===== src/rtl/generic_fifo_mc_pkg.sv =====
// Shared definitions for the multi-channel FIFO: level encodings and the
// clog2 helper used to size the channel index.
package generic_fifo_mc_pkg;

  localparam logic [1:0] LVL_Q0 = 2'd0;
  localparam logic [1:0] LVL_Q1 = 2'd1;
  localparam logic [1:0] LVL_Q2 = 2'd2;
  localparam logic [1:0] LVL_Q3 = 2'd3;

  function automatic int clog2(input int value);
    int r;
    r = 0;
    while ((1 << r) < value) r++;
    return r;
  endfunction

endpackage


===== src/rtl/generic_fifo_mc_ram.sv =====
// Simple dual-port RAM: synchronous write, registered synchronous read.
// The read register clears on reset and holds when no read is issued.
module generic_fifo_mc_ram #(
  parameter int dw = 8,
  parameter int aw = 6
) (
  input  logic          clk,
  input  logic          rst,
  input  logic          we,
  input  logic [aw-1:0] waddr,
  input  logic [dw-1:0] din,
  input  logic          re,
  input  logic [aw-1:0] raddr,
  output logic [dw-1:0] dout
);

  logic [dw-1:0] mem [2**aw];
  logic [dw-1:0] dout_q;

  always_ff @(posedge clk) begin
    if (we) mem[waddr] <= din;
  end

  // A read and a write to the same address return the old word.
  always_ff @(posedge clk) begin
    if (rst)     dout_q <= '0;
    else if (re) dout_q <= mem[raddr];
  end

  assign dout = dout_q;

endmodule


===== src/rtl/generic_fifo_mc.sv =====
// Multi-channel FIFO: ch independent queues in one shared RAM, each with its
// own pointers, occupancy, flags and quantised level.
module generic_fifo_mc
  import generic_fifo_mc_pkg::*;
#(
  parameter  int dw = 8,
  parameter  int aw = 4,
  parameter  int ch = 4,
  parameter  int n  = 2,
  localparam int cw = clog2(ch)
) (
  input  logic                  clk,
  input  logic                  rst,
  input  logic [ch-1:0]         clr,
  input  logic                  we,
  input  logic [cw-1:0]         wr_ch,
  input  logic [dw-1:0]         din,
  input  logic                  re,
  input  logic [cw-1:0]         rd_ch,
  output logic [dw-1:0]         dout,
  output logic                  dout_vld,
  output logic [cw-1:0]         dout_ch,
  output logic [ch-1:0]         full,
  output logic [ch-1:0]         empty,
  output logic [ch-1:0]         full_n,
  output logic [ch-1:0]         empty_n,
  output logic [2*ch-1:0]       level,
  output logic [ch*(aw+1)-1:0]  cnt,
  output logic                  wr_err,
  output logic                  rd_err
);

  // Handshake: there is no back-pressure. dout_vld is high for exactly one
  // cycle, the cycle after a read was accepted; dout/dout_ch hold otherwise.

  localparam logic [aw:0] DEPTH_C   = (aw+1)'(1 << aw);
  localparam logic [aw:0] FULL_N_C  = (aw+1)'((1 << aw) - n);
  localparam logic [aw:0] EMPTY_N_C = (aw+1)'(n);
  localparam logic [aw:0] Q3_C      = (aw+1)'(3 * (1 << aw) / 4);

  logic [ch-1:0]          wr_acc, rd_acc, wr_sel, rd_sel;
  logic [ch-1:0][aw-1:0]  wr_addr, rd_addr;
  logic [ch-1:0][aw:0]    cnt_w;
  logic [ch-1:0][1:0]     level_w;

  for (genvar k = 0; k < ch; k++) begin : g_ch
    logic [aw:0] wr_ptr_q, wr_ptr_d, rd_ptr_q, rd_ptr_d, cnt_q, cnt_d;
    logic        full_q, full_d, empty_q, empty_d;
    logic        full_n_q, full_n_d, empty_n_q, empty_n_d;
    logic [1:0]  level_q, level_d;
    logic        wr_hit, rd_hit, wr_ok, rd_ok;

    always_comb begin
      wr_hit   = we && (wr_ch == cw'(k)) && !clr[k];
      rd_hit   = re && (rd_ch == cw'(k)) && !clr[k];
      // No read bypass: an empty channel never serves a read.
      rd_ok    = rd_hit && (cnt_q != '0);
      wr_ok    = wr_hit && ((cnt_q != DEPTH_C) || rd_ok);
      wr_ptr_d = wr_ptr_q;
      rd_ptr_d = rd_ptr_q;
      cnt_d    = cnt_q;
      if (clr[k]) begin
        wr_ptr_d = '0;
        rd_ptr_d = '0;
        cnt_d    = '0;
      end else begin
        if (wr_ok) wr_ptr_d = wr_ptr_q + 1'b1;
        if (rd_ok) rd_ptr_d = rd_ptr_q + 1'b1;
        if (wr_ok && !rd_ok)      cnt_d = cnt_q + 1'b1;
        else if (rd_ok && !wr_ok) cnt_d = cnt_q - 1'b1;
      end
      full_d    = (cnt_d == DEPTH_C);
      empty_d   = (cnt_d == '0);
      full_n_d  = (cnt_d >= FULL_N_C);
      empty_n_d = (cnt_d <= EMPTY_N_C);
      if (cnt_d >= Q3_C) level_d = LVL_Q3;
      else begin
        case (cnt_d[aw-1:aw-2])
          2'd0:    level_d = LVL_Q0;
          2'd1:    level_d = LVL_Q1;
          default: level_d = LVL_Q2;
        endcase
      end
    end

    always_ff @(posedge clk) begin
      if (rst) begin
        wr_ptr_q  <= '0;
        rd_ptr_q  <= '0;
        cnt_q     <= '0;
        full_q    <= 1'b0;
        empty_q   <= 1'b1;
        full_n_q  <= 1'b0;
        empty_n_q <= 1'b1;
        level_q   <= LVL_Q0;
      end else begin
        wr_ptr_q  <= wr_ptr_d;
        rd_ptr_q  <= rd_ptr_d;
        cnt_q     <= cnt_d;
        full_q    <= full_d;
        empty_q   <= empty_d;
        full_n_q  <= full_n_d;
        empty_n_q <= empty_n_d;
        level_q   <= level_d;
      end
    end

    a_cnt_ok: assert property (@(posedge clk) disable iff (rst)
      (cnt_q <= DEPTH_C) && (cnt_q == (wr_ptr_q - rd_ptr_q)));

    assign wr_acc[k]  = wr_ok;
    assign rd_acc[k]  = rd_ok;
    assign wr_sel[k]  = we && (wr_ch == cw'(k));
    assign rd_sel[k]  = re && (rd_ch == cw'(k));
    assign wr_addr[k] = wr_ptr_q[aw-1:0];
    assign rd_addr[k] = rd_ptr_q[aw-1:0];
    assign cnt_w[k]   = cnt_q;
    assign level_w[k] = level_q;
    assign full[k]    = full_q;
    assign empty[k]   = empty_q;
    assign full_n[k]  = full_n_q;
    assign empty_n[k] = empty_n_q;
  end

  assign cnt   = cnt_w;
  assign level = level_w;

  logic              ram_we, ram_re;
  logic [aw+cw-1:0]  ram_waddr, ram_raddr;
  logic              dout_vld_q, dout_vld_d, wr_err_q, wr_err_d, rd_err_q, rd_err_d;
  logic [cw-1:0]     dout_ch_q, dout_ch_d;

  always_comb begin
    ram_we    = 1'b0;
    ram_re    = 1'b0;
    ram_waddr = '0;
    ram_raddr = '0;
    for (int k = 0; k < ch; k++) begin
      if (wr_acc[k]) begin
        ram_we    = 1'b1;
        ram_waddr = {cw'(k), wr_addr[k]};
      end
      if (rd_acc[k]) begin
        ram_re    = 1'b1;
        ram_raddr = {cw'(k), rd_addr[k]};
      end
    end
    // Requests to a channel under clear vanish silently; out-of-range channels select nothing and error.
    wr_err_d   = we && !ram_we && !(|(wr_sel & clr));
    rd_err_d   = re && !ram_re && !(|(rd_sel & clr));
    dout_vld_d = ram_re;
    dout_ch_d  = ram_re ? rd_ch : dout_ch_q;
  end

  always_ff @(posedge clk) begin
    if (rst) begin
      dout_vld_q <= 1'b0;
      dout_ch_q  <= '0;
      wr_err_q   <= 1'b0;
      rd_err_q   <= 1'b0;
    end else begin
      dout_vld_q <= dout_vld_d;
      dout_ch_q  <= dout_ch_d;
      wr_err_q   <= wr_err_d;
      rd_err_q   <= rd_err_d;
    end
  end

  generic_fifo_mc_ram #(.dw(dw), .aw(aw + cw)) u_ram (
    .clk   (clk),
    .rst   (rst),
    .we    (ram_we),
    .waddr (ram_waddr),
    .din   (din),
    .re    (ram_re),
    .raddr (ram_raddr),
    .dout  (dout)
  );

  assign dout_vld = dout_vld_q;
  assign dout_ch  = dout_ch_q;
  assign wr_err   = wr_err_q;
  assign rd_err   = rd_err_q;

endmodule


===== config.mk =====
export PLATFORM = sky130hd
export DESIGN_NAME = generic_fifo_mc
export DESIGN_NICKNAME = d
export VERILOG_FILES = /design/src/rtl/generic_fifo_mc_pkg.sv /design/src/rtl/generic_fifo_mc_ram.sv /design/src/rtl/generic_fifo_mc.sv
export SDC_FILE = /design/constraint.sdc
export NUM_CORES = 1
export LEC_CHECK = 0
export CAP_MARGIN = 20
export CELL_PAD_IN_SITES_DETAIL_PLACEMENT = 1
export CELL_PAD_IN_SITES_GLOBAL_PLACEMENT = 2
export CORE_ASPECT_RATIO = 0.75
export CORE_MARGIN = 3
export CORE_UTILIZATION = 44
export CTS_CLUSTER_SIZE = 20
export DETAILED_ROUTE_END_ITERATION = 6
export PLACE_DENSITY_LB_ADDON = 0.1
export SLEW_MARGIN = 25
export SYNTH_ARGS = -nofsm -noshare
export SYNTH_HDL_FRONTEND = slang
export SYNTH_SLANG_ARGS = --single-unit

===== constraint.sdc =====
create_clock -name clk -period 4.9 [get_ports clk]
set_input_delay 0.98 -clock clk [delete_from_list [all_inputs] [get_ports clk]]
set_output_delay 0.98 -clock clk [all_outputs]
set_load 0.01 [all_outputs]

== Word-level counts from Yosys, hierarchy flattened ==
Memory sizes are Yosys's and may differ from the RTL's. A register that Yosys moved wholly into a read port is not among the register bits.
Cells that the tools add are included.

* Add/sub/neg operators: 16
* Multiplexer cells: 38
* Equal/unequal tests: 18
* Magnitude comparators: 12
* Bitwise logic cells: 2
* Reductions and logical operators: 76

{| class="wikitable"
|+ Operators with widths
! cell !! count
|-
| 5-bit by 1-bit adder with 5-bit output (second input constant) || 12
|-
| 5-bit two-way mux || 12
|-
| 5-bit by 4-bit greater-or-equal comparator with 1-bit output (second input constant) || 8
|-
| 1-bit logical AND || 36
|-
| 6-bit two-way mux || 6
|-
| 5-bit equality test (second input constant) || 4
|-
| 5-bit by 2-bit <= comparator with 1-bit output (second input constant) || 4
|-
| 5-bit logical NOT || 4
|-
| 5-bit inequality test (second input constant) || 4
|-
| 5-bit nonzero test || 4
|-
| 5-bit by 1-bit subtractor with 5-bit output (second input constant) || 4
|-
| 1-bit logical NOT || 16
|-
| 2-bit one-hot mux with 2 select lines || 4
|-
| 2-bit by 1-bit equality test with 1-bit output (second input constant) || 6
|-
| 2-bit logical NOT || 6
|-
| 1-bit two-way mux || 10
|-
| 4-bit bitwise AND || 2
|-
| 2-bit equality test (second input constant) || 4
|-
| 2-bit two-way mux || 4
|-
| 4-bit two-way mux || 2
|-
| 2-bit OR reduction || 4
|-
| 4-bit OR reduction || 2
|-
| 1-bit logical OR || 4
|}

* Logic and storage cells: 199
* Memory bits (writable): 512
* Memories: 1
* Flip-flop bits (word level): 89

{| class="wikitable"
|+ Memories
! name !! words !! width !! read ports !! clocked after memory_dff !! write ports !! RTL line !! RTL
|-
| u_ram.mem || 64 || 8 || 1 || 1 || 1 || generic_fifo_mc_ram.sv:17 || <nowiki>logic [dw-1:0] mem [2**aw];</nowiki>
|}

== Depth between registers and ports, before layout ==
* Depth in word-level cells: 14
* Gate-level depth with buffers: 16

== Hierarchy ==
Synthesis repeated with hierarchy kept, for this count alone.

* Cell total of the unflattened synthesis: 1563
* Area, all modules: 24751.2 µm²

{| class="wikitable"
|+ By module, submodules not included
! module !! seq. area each (µm²) !! area an instance (µm²) !! times used !! cells each
|-
| generic_fifo_mc_ram || 15534.9 || 20188.1 || 1 || 1039
|-
| generic_fifo_mc || 1621.6 || 4563.1 || 1 || 524
|}

== Worst setup path after synthesis ==
No wires, ideal clock.

* Path type: input -> register
* From: in rd_ch[0]
* To: mem u_ram.mem[27][0] (enable)
* Library setup time: 370 ps
* Arrival: 3327 ps
* Slack: 1202 ps
* Stages on the path: 10
* Data required time: 4530 ps
* Buffers on the path: 2
* Cell sequence: buf_2 -> nand3b_1 -> a311oi_1 -> nor3_1 -> a21boi_0 -> nor4_2 -> and2_1 -> nand2b_1 -> clkbuf_1 -> nor2_1

* Word-level cells in the longest chain between the ends: 12
* Elaborated cells on any way between the ends: 34
* Those cells by class: 3 x eq/ne; 10 x mux; 21 x reduce/logical

{| class="wikitable"
|+ Ends and longest elaborated chain
! what !! RTL line !! RTL
|-
| from (decl) || generic_fifo_mc.sv:19 || <nowiki>input logic [cw-1:0] rd_ch,</nowiki>
|-
| 2-bit logical NOT || generic_fifo_mc.sv:55 || <nowiki>rd_hit = re && (rd_ch == cw'(k)) && !clr[k];</nowiki>
|-
| 1-bit logical AND (2 in a row) || generic_fifo_mc.sv:55 ||
|-
| 1-bit logical AND || generic_fifo_mc.sv:57 || <nowiki>rd_ok = rd_hit && (cnt_q != '0);</nowiki>
|-
| 1-bit logical OR || generic_fifo_mc.sv:58 || <nowiki>wr_ok = wr_hit && ((cnt_q != DEPTH_C) || rd_ok);</nowiki>
|-
| 1-bit logical AND || generic_fifo_mc.sv:58 ||
|-
| 1-bit two-way mux (4 in a row) || generic_fifo_mc.sv:139 || <nowiki>if (wr_acc[k]) begin</nowiki>
|-
| 1-bit two-way mux || generic_fifo_mc_ram.sv:21 || <nowiki>if (we) mem[waddr] <= din;</nowiki>
|-
| 1-bit two-way mux (implied by the code) || generic_fifo_mc_ram.sv:21 ||
|-
| to (decl) || generic_fifo_mc_ram.sv:17 ||
|}

Several ways; a longest one is shown, not always the timed one.

== Final worst setup path ==
* From: in rd_ch[1]
* To: reg u_ram.dout_q[1] (netlist: u_ram.dout[1]), read port of u_ram.mem

* Word-level cells in the longest chain between the ends: 8
* Elaborated cells on any way between the ends: 24
* Those cells by class: 3 x eq/ne; 8 x mux; 13 x reduce/logical

{| class="wikitable"
|+ Ends and longest elaborated chain
! what !! RTL line !! RTL
|-
| 2-bit logical NOT || generic_fifo_mc.sv:55 ||
|-
| 1-bit logical AND (2 in a row) || generic_fifo_mc.sv:55 ||
|-
| 1-bit logical AND || generic_fifo_mc.sv:57 ||
|-
| 4-bit two-way mux / 1-bit two-way mux (equally long branches) || generic_fifo_mc.sv:143 || <nowiki>if (rd_acc[k]) begin</nowiki>
|-
| 6-bit two-way mux / 1-bit two-way mux (equally long branches) (3 in a row) || generic_fifo_mc.sv:143 ||
|-
| to (decl) || generic_fifo_mc_ram.sv:18 || <nowiki>logic [dw-1:0] dout_q;</nowiki>
|}

Several ways; a longest one is shown, not always the timed one.
A chain may end at the register's enable or synchronous reset.

==> reports/qor.yml <==
fmax_mhz: 221.8
grt_first_pass_wirelength_um: 113900
maxCapViolations: 0
path_buf_inv: 3
area.sequential_mm2: 0.01716
dr.pass1.iters: 5
clkLatencyLatePin_ps: 640
timing.final.crit_period_ps: 4509
yosys_most_used_dff: "sky130_fd_sc_hd__edfxtp_1"
postCtsHoldBufs: 0
cts-root-to-sink-buffers: 3
critical_path.startpoint: "rd_ch[1]"
final_min_period_over_clock_period: 0.9201
report.power.total_uw: 10290
synth_top_cell_by_area: "sky130_fd_sc_hd__edfxtp_1"
gp_congestion: 0.8297
power.density_mw_per_mm2: 351.7
die_h_um: 212.5
synth-seq-area-share: 0.6857
multi_input_area_mm2: 0.007137
reg2reg_setup_slack_ps: 400
timing.critical_path.max_delay_family: "compound AO/OA/AOI/OAI gates"
top_level_pins: 77
fp.dieArea_mm2: 0.05979
synth_top_cell_area_share: 0.6145
timing.critical_path.cells: "clkdlybuf4s50_1, or4b_4, nor3b_2, a2111o_2, nand2_8, buf_12, a2111oi_0, a311o_1, o31ai_1, a211oi_1, buf_4, o2bb2ai_1"
cts_setup_buffers: 0
yosysWarnings: 0
tritoncts_clock_tree: "built"
vdd_ir_drop_max_uv: 326.7
fillerInstances: 5567
min_from: "g_ch[2].wr_ptr_q[3]$_SDFFE_PP0P_"
routedWlPerCell_um: 27.38
final_number_of_max_transition_violations: 0
remaining_drc_errors: 0
total_leakage_power_uw: 0.01041
synth_area_per_cell_um2: 13.25
timing.critical_path.required_ps: 5420
synth_seq_cells: 601
track_usage: 0.2594
cts.root.buffer_cell: "sky130_fd_sc_hd__clkbuf_16"
worst_max_slew_pin_slew_ps: 989.3
fin_hold_ws_ps: 491.5
outcome: "finished, final reports clean"
critical_path.max_fanout: 22
io_buffers: 76
floorplan.initialDensity: 0.4459
timing.critical_path.slowest_cell_delay_ps: 670
areaGrowthSynthToFinish_pct: 16.89
postSynthNetCount: 1925
post_route_cells_drive_above_1_share: 0.1429
hp-class: "reg2reg"
report.final.setup_viol: 0
postSynth.asyncResetShare: 0
timing.critical_path.slowest_stage_cell: "sky130_fd_sc_hd__a211oi_1"
rsz_0062_raised_after_global_routing: "no"
cts_max_level: 2
clk_transition_reported_paths_ps: 60
worst_slew_margin_rel: 0.3380
grt_max_degree: 65
timing.rr.start: "g_ch[2].cnt_q[1]$_SDFF_PP0_"
avgViaCountPerCell: 5.852
core_mm2: 0.05612
globalRouteOverflowTotal: 0
hold_violations: 0
yosysUniqueCellTypes: 85
nets: 2085
synth_edf_count: 512
start_kind: "primary input"
std_cell_rows: 75
largest_cells_by_area_after_synthesis: "sky130_fd_sc_hd__edfxtp_1 (61%), sky130_fd_sc_hd__dfxtp_1 (7.1%), sky130_fd_sc_hd__nand2_1 (4.5%), sky130_fd_sc_hd__mux2i_1 (2.8%), sky130_fd_sc_hd__nor2_1 (2.5%)"
ant_nets: 0
postCtsResizedCells: 0
routed_wirelength_um: 77590
crit_path_end_kind: "flip-flop"
critical_path_arrival_ps: 5030
antenna_violations_before_repair: 1
count_of_clock_tree_sinks: 601
post_synth_instance_area_mm2: 0.02502
first_iter_violations: 1541
critical_path_class: "in2reg"
grt_pass1_vias: 17030
dp.final_hpwl_um: 51780
cts_inserted_buffers: 59
route.vias.total: 16590
post_synth_inst_count: 1889
finalClockSkew_ps: 31.23
floorplan.die.width_um: 281.4
-- Yosys cell counts, types with 11 or more instances --
cell,n
sky130_fd_sc_hd__a2111oi_0,22
sky130_fd_sc_hd__a211oi_1,64
sky130_fd_sc_hd__a21oi_1,61
sky130_fd_sc_hd__a31oi_1,23
sky130_fd_sc_hd__and3_1,66
sky130_fd_sc_hd__buf_2,38
sky130_fd_sc_hd__buf_4,29
sky130_fd_sc_hd__clkbuf_1,41
sky130_fd_sc_hd__dfxtp_1,89
sky130_fd_sc_hd__edfxtp_1,512
sky130_fd_sc_hd__ha_1,16
sky130_fd_sc_hd__inv_1,22
sky130_fd_sc_hd__mux2i_1,70
sky130_fd_sc_hd__mux4_2,15
sky130_fd_sc_hd__nand2_1,297
sky130_fd_sc_hd__nand3_1,43
sky130_fd_sc_hd__nand4_1,11
sky130_fd_sc_hd__nor2_1,165
sky130_fd_sc_hd__nor3_1,15
sky130_fd_sc_hd__o211ai_1,11
sky130_fd_sc_hd__o21ai_0,26
sky130_fd_sc_hd__xnor2_1,15
sky130_fd_sc_hd__xor2_1,18
-- sequential cells by signal (all words and copies together), names as in the netlist --
| register | flops |
|---|---|
| g_ch.full_q | 4 |
| g_ch.cnt_q | 20 |
| g_ch.level_q | 8 |
| g_ch.full_n_q | 4 |
| g_ch.empty_q | 4 |
| dout_ch | 2 |
| rd_err | 1 |
| g_ch.rd_ptr_q | 16 |
| wr_err | 1 |
| g_ch.wr_ptr_q | 16 |
| dout_vld | 1 |
| u_ram.mem | 512 |
| u_ram.dout | 8 |
| g_ch.empty_n_q | 4 |
-- metal layers --
metal	track usage	share of wire	vias to the layer above	routed length, µm
li1	-	-	7442	-
met1	0.3809	0.46	8544	35830
met2	0.4061	0.45	497	35240
met3	0.04479	0.065	100	5047
met4	0.05928	0.019	2	1459
met5	0	0.00010	-	8
-- cells in the final DEF (no fill, tap or decap), types with 15 or more instances in the layout --
master	n
sky130_fd_sc_hd__inv_1	22
sky130_fd_sc_hd__buf_12	21
sky130_fd_sc_hd__and3_1	66
sky130_fd_sc_hd__ha_1	16
sky130_fd_sc_hd__nand2_1	296
sky130_fd_sc_hd__o21ai_0	26
sky130_fd_sc_hd__xor2_1	18
sky130_fd_sc_hd__dfxtp_1	89
sky130_fd_sc_hd__edfxtp_1	512
sky130_fd_sc_hd__a211oi_1	64
sky130_fd_sc_hd__mux4_2	15
sky130_fd_sc_hd__buf_4	125
sky130_fd_sc_hd__mux2i_1	70
sky130_fd_sc_hd__xnor2_1	15
sky130_fd_sc_hd__nand3_1	43
sky130_fd_sc_hd__a21oi_1	61
sky130_fd_sc_hd__a31oi_1	23
sky130_fd_sc_hd__nor2_1	164
sky130_fd_sc_hd__a2111oi_0	22
sky130_fd_sc_hd__clkbuf_16	60
sky130_fd_sc_hd__nor3_1	15
sky130_fd_sc_hd__clkdlybuf4s50_1	68
-- path summary, 6_finish.rpt --
kind                                           end  cells past startpoint
setup reg to reg        u_ram.dout[1]$_SDFFE_PP0P_                     13
hold reg to reg   g_ch[2].wr_ptr_q[3]$_SDFFE_PP0P_                      2
setup / recovery        u_ram.dout[1]$_SDFFE_PP0P_                     12
hold / removal    g_ch[2].wr_ptr_q[3]$_SDFFE_PP0P_                      2
-- through the flow --
stage | setup WS [ps] | TNS, ps | cell area [µm²] | utilization | cells
after global routing | 252.4 | 0 | 29240 | 0.5211 | 2831
after CTS | 435.4 | 0 | 29240 | 0.5211 | 2831
final | 391.3 | 0 | 29250 | 0.5212 | 2834
after floorplan | 1202 | 0 | 25020 | - | 1889
after detailed placement | -204.0 | -304.5 | 27370 | 0.4877 | 2719
after global placement | -167.4 | -167.4 | 27370 | 0.4877 | 2719
-- worst reg2reg max path, stage by stage (launching register included) --
cell and delay [ps]:
sky130_fd_sc_hd__dfxtp_1 360, sky130_fd_sc_hd__inv_1 140, sky130_fd_sc_hd__ha_1 210, sky130_fd_sc_hd__nor4b_2 600, sky130_fd_sc_hd__nor3_2 160, sky130_fd_sc_hd__a2111o_2 590
sky130_fd_sc_hd__buf_12 220, sky130_fd_sc_hd__and3_1 250, sky130_fd_sc_hd__a2111oi_0 490, sky130_fd_sc_hd__a311o_1 250, sky130_fd_sc_hd__o31ai_1 130, sky130_fd_sc_hd__a211oi_1 670
sky130_fd_sc_hd__buf_4 260, sky130_fd_sc_hd__o2bb2ai_1 70
-- kinds of logic (layout without fill, tap and decap cells) --
family	after synthesis	count (layout)	share of synthesized area
AND/OR/NAND/NOR	673	673	0.1251
flip-flops	601	601	0.6857
AO/OA/AOI/OAI	330	330	0.09446
buffers and inverters	145	356	0.03105
multiplexers	91	91	0.04420
XOR/XNOR	33	33	0.01155
adder cells (fa/ha/maj)	16	16	0.008001
other	0	3	0
-- where the power goes --
| part | internal, µW | switching [µW] | total (µW) |
|---|---|---|---|
| registers | 5560 | 8.25 | 5570 |
| clock network | 2480 | 1970 | 4450 |
| logic | 75.7 | 195 | 271 |
| total | 8110 | 2180 | 10300 |
-- cell type report --
cell class              count  share of cell area
flip-flops and latches    601              0.5866
multi-input cells        1143              0.2440
repair buffers            222             0.07110
clock buffers              78             0.05536
well taps                 731             0.03127
clock inverters            34            0.008599
inverters                  22            0.002823
diodes                      3           0.0002567
No activity file was read; power rests on OpenSTA's default activity.
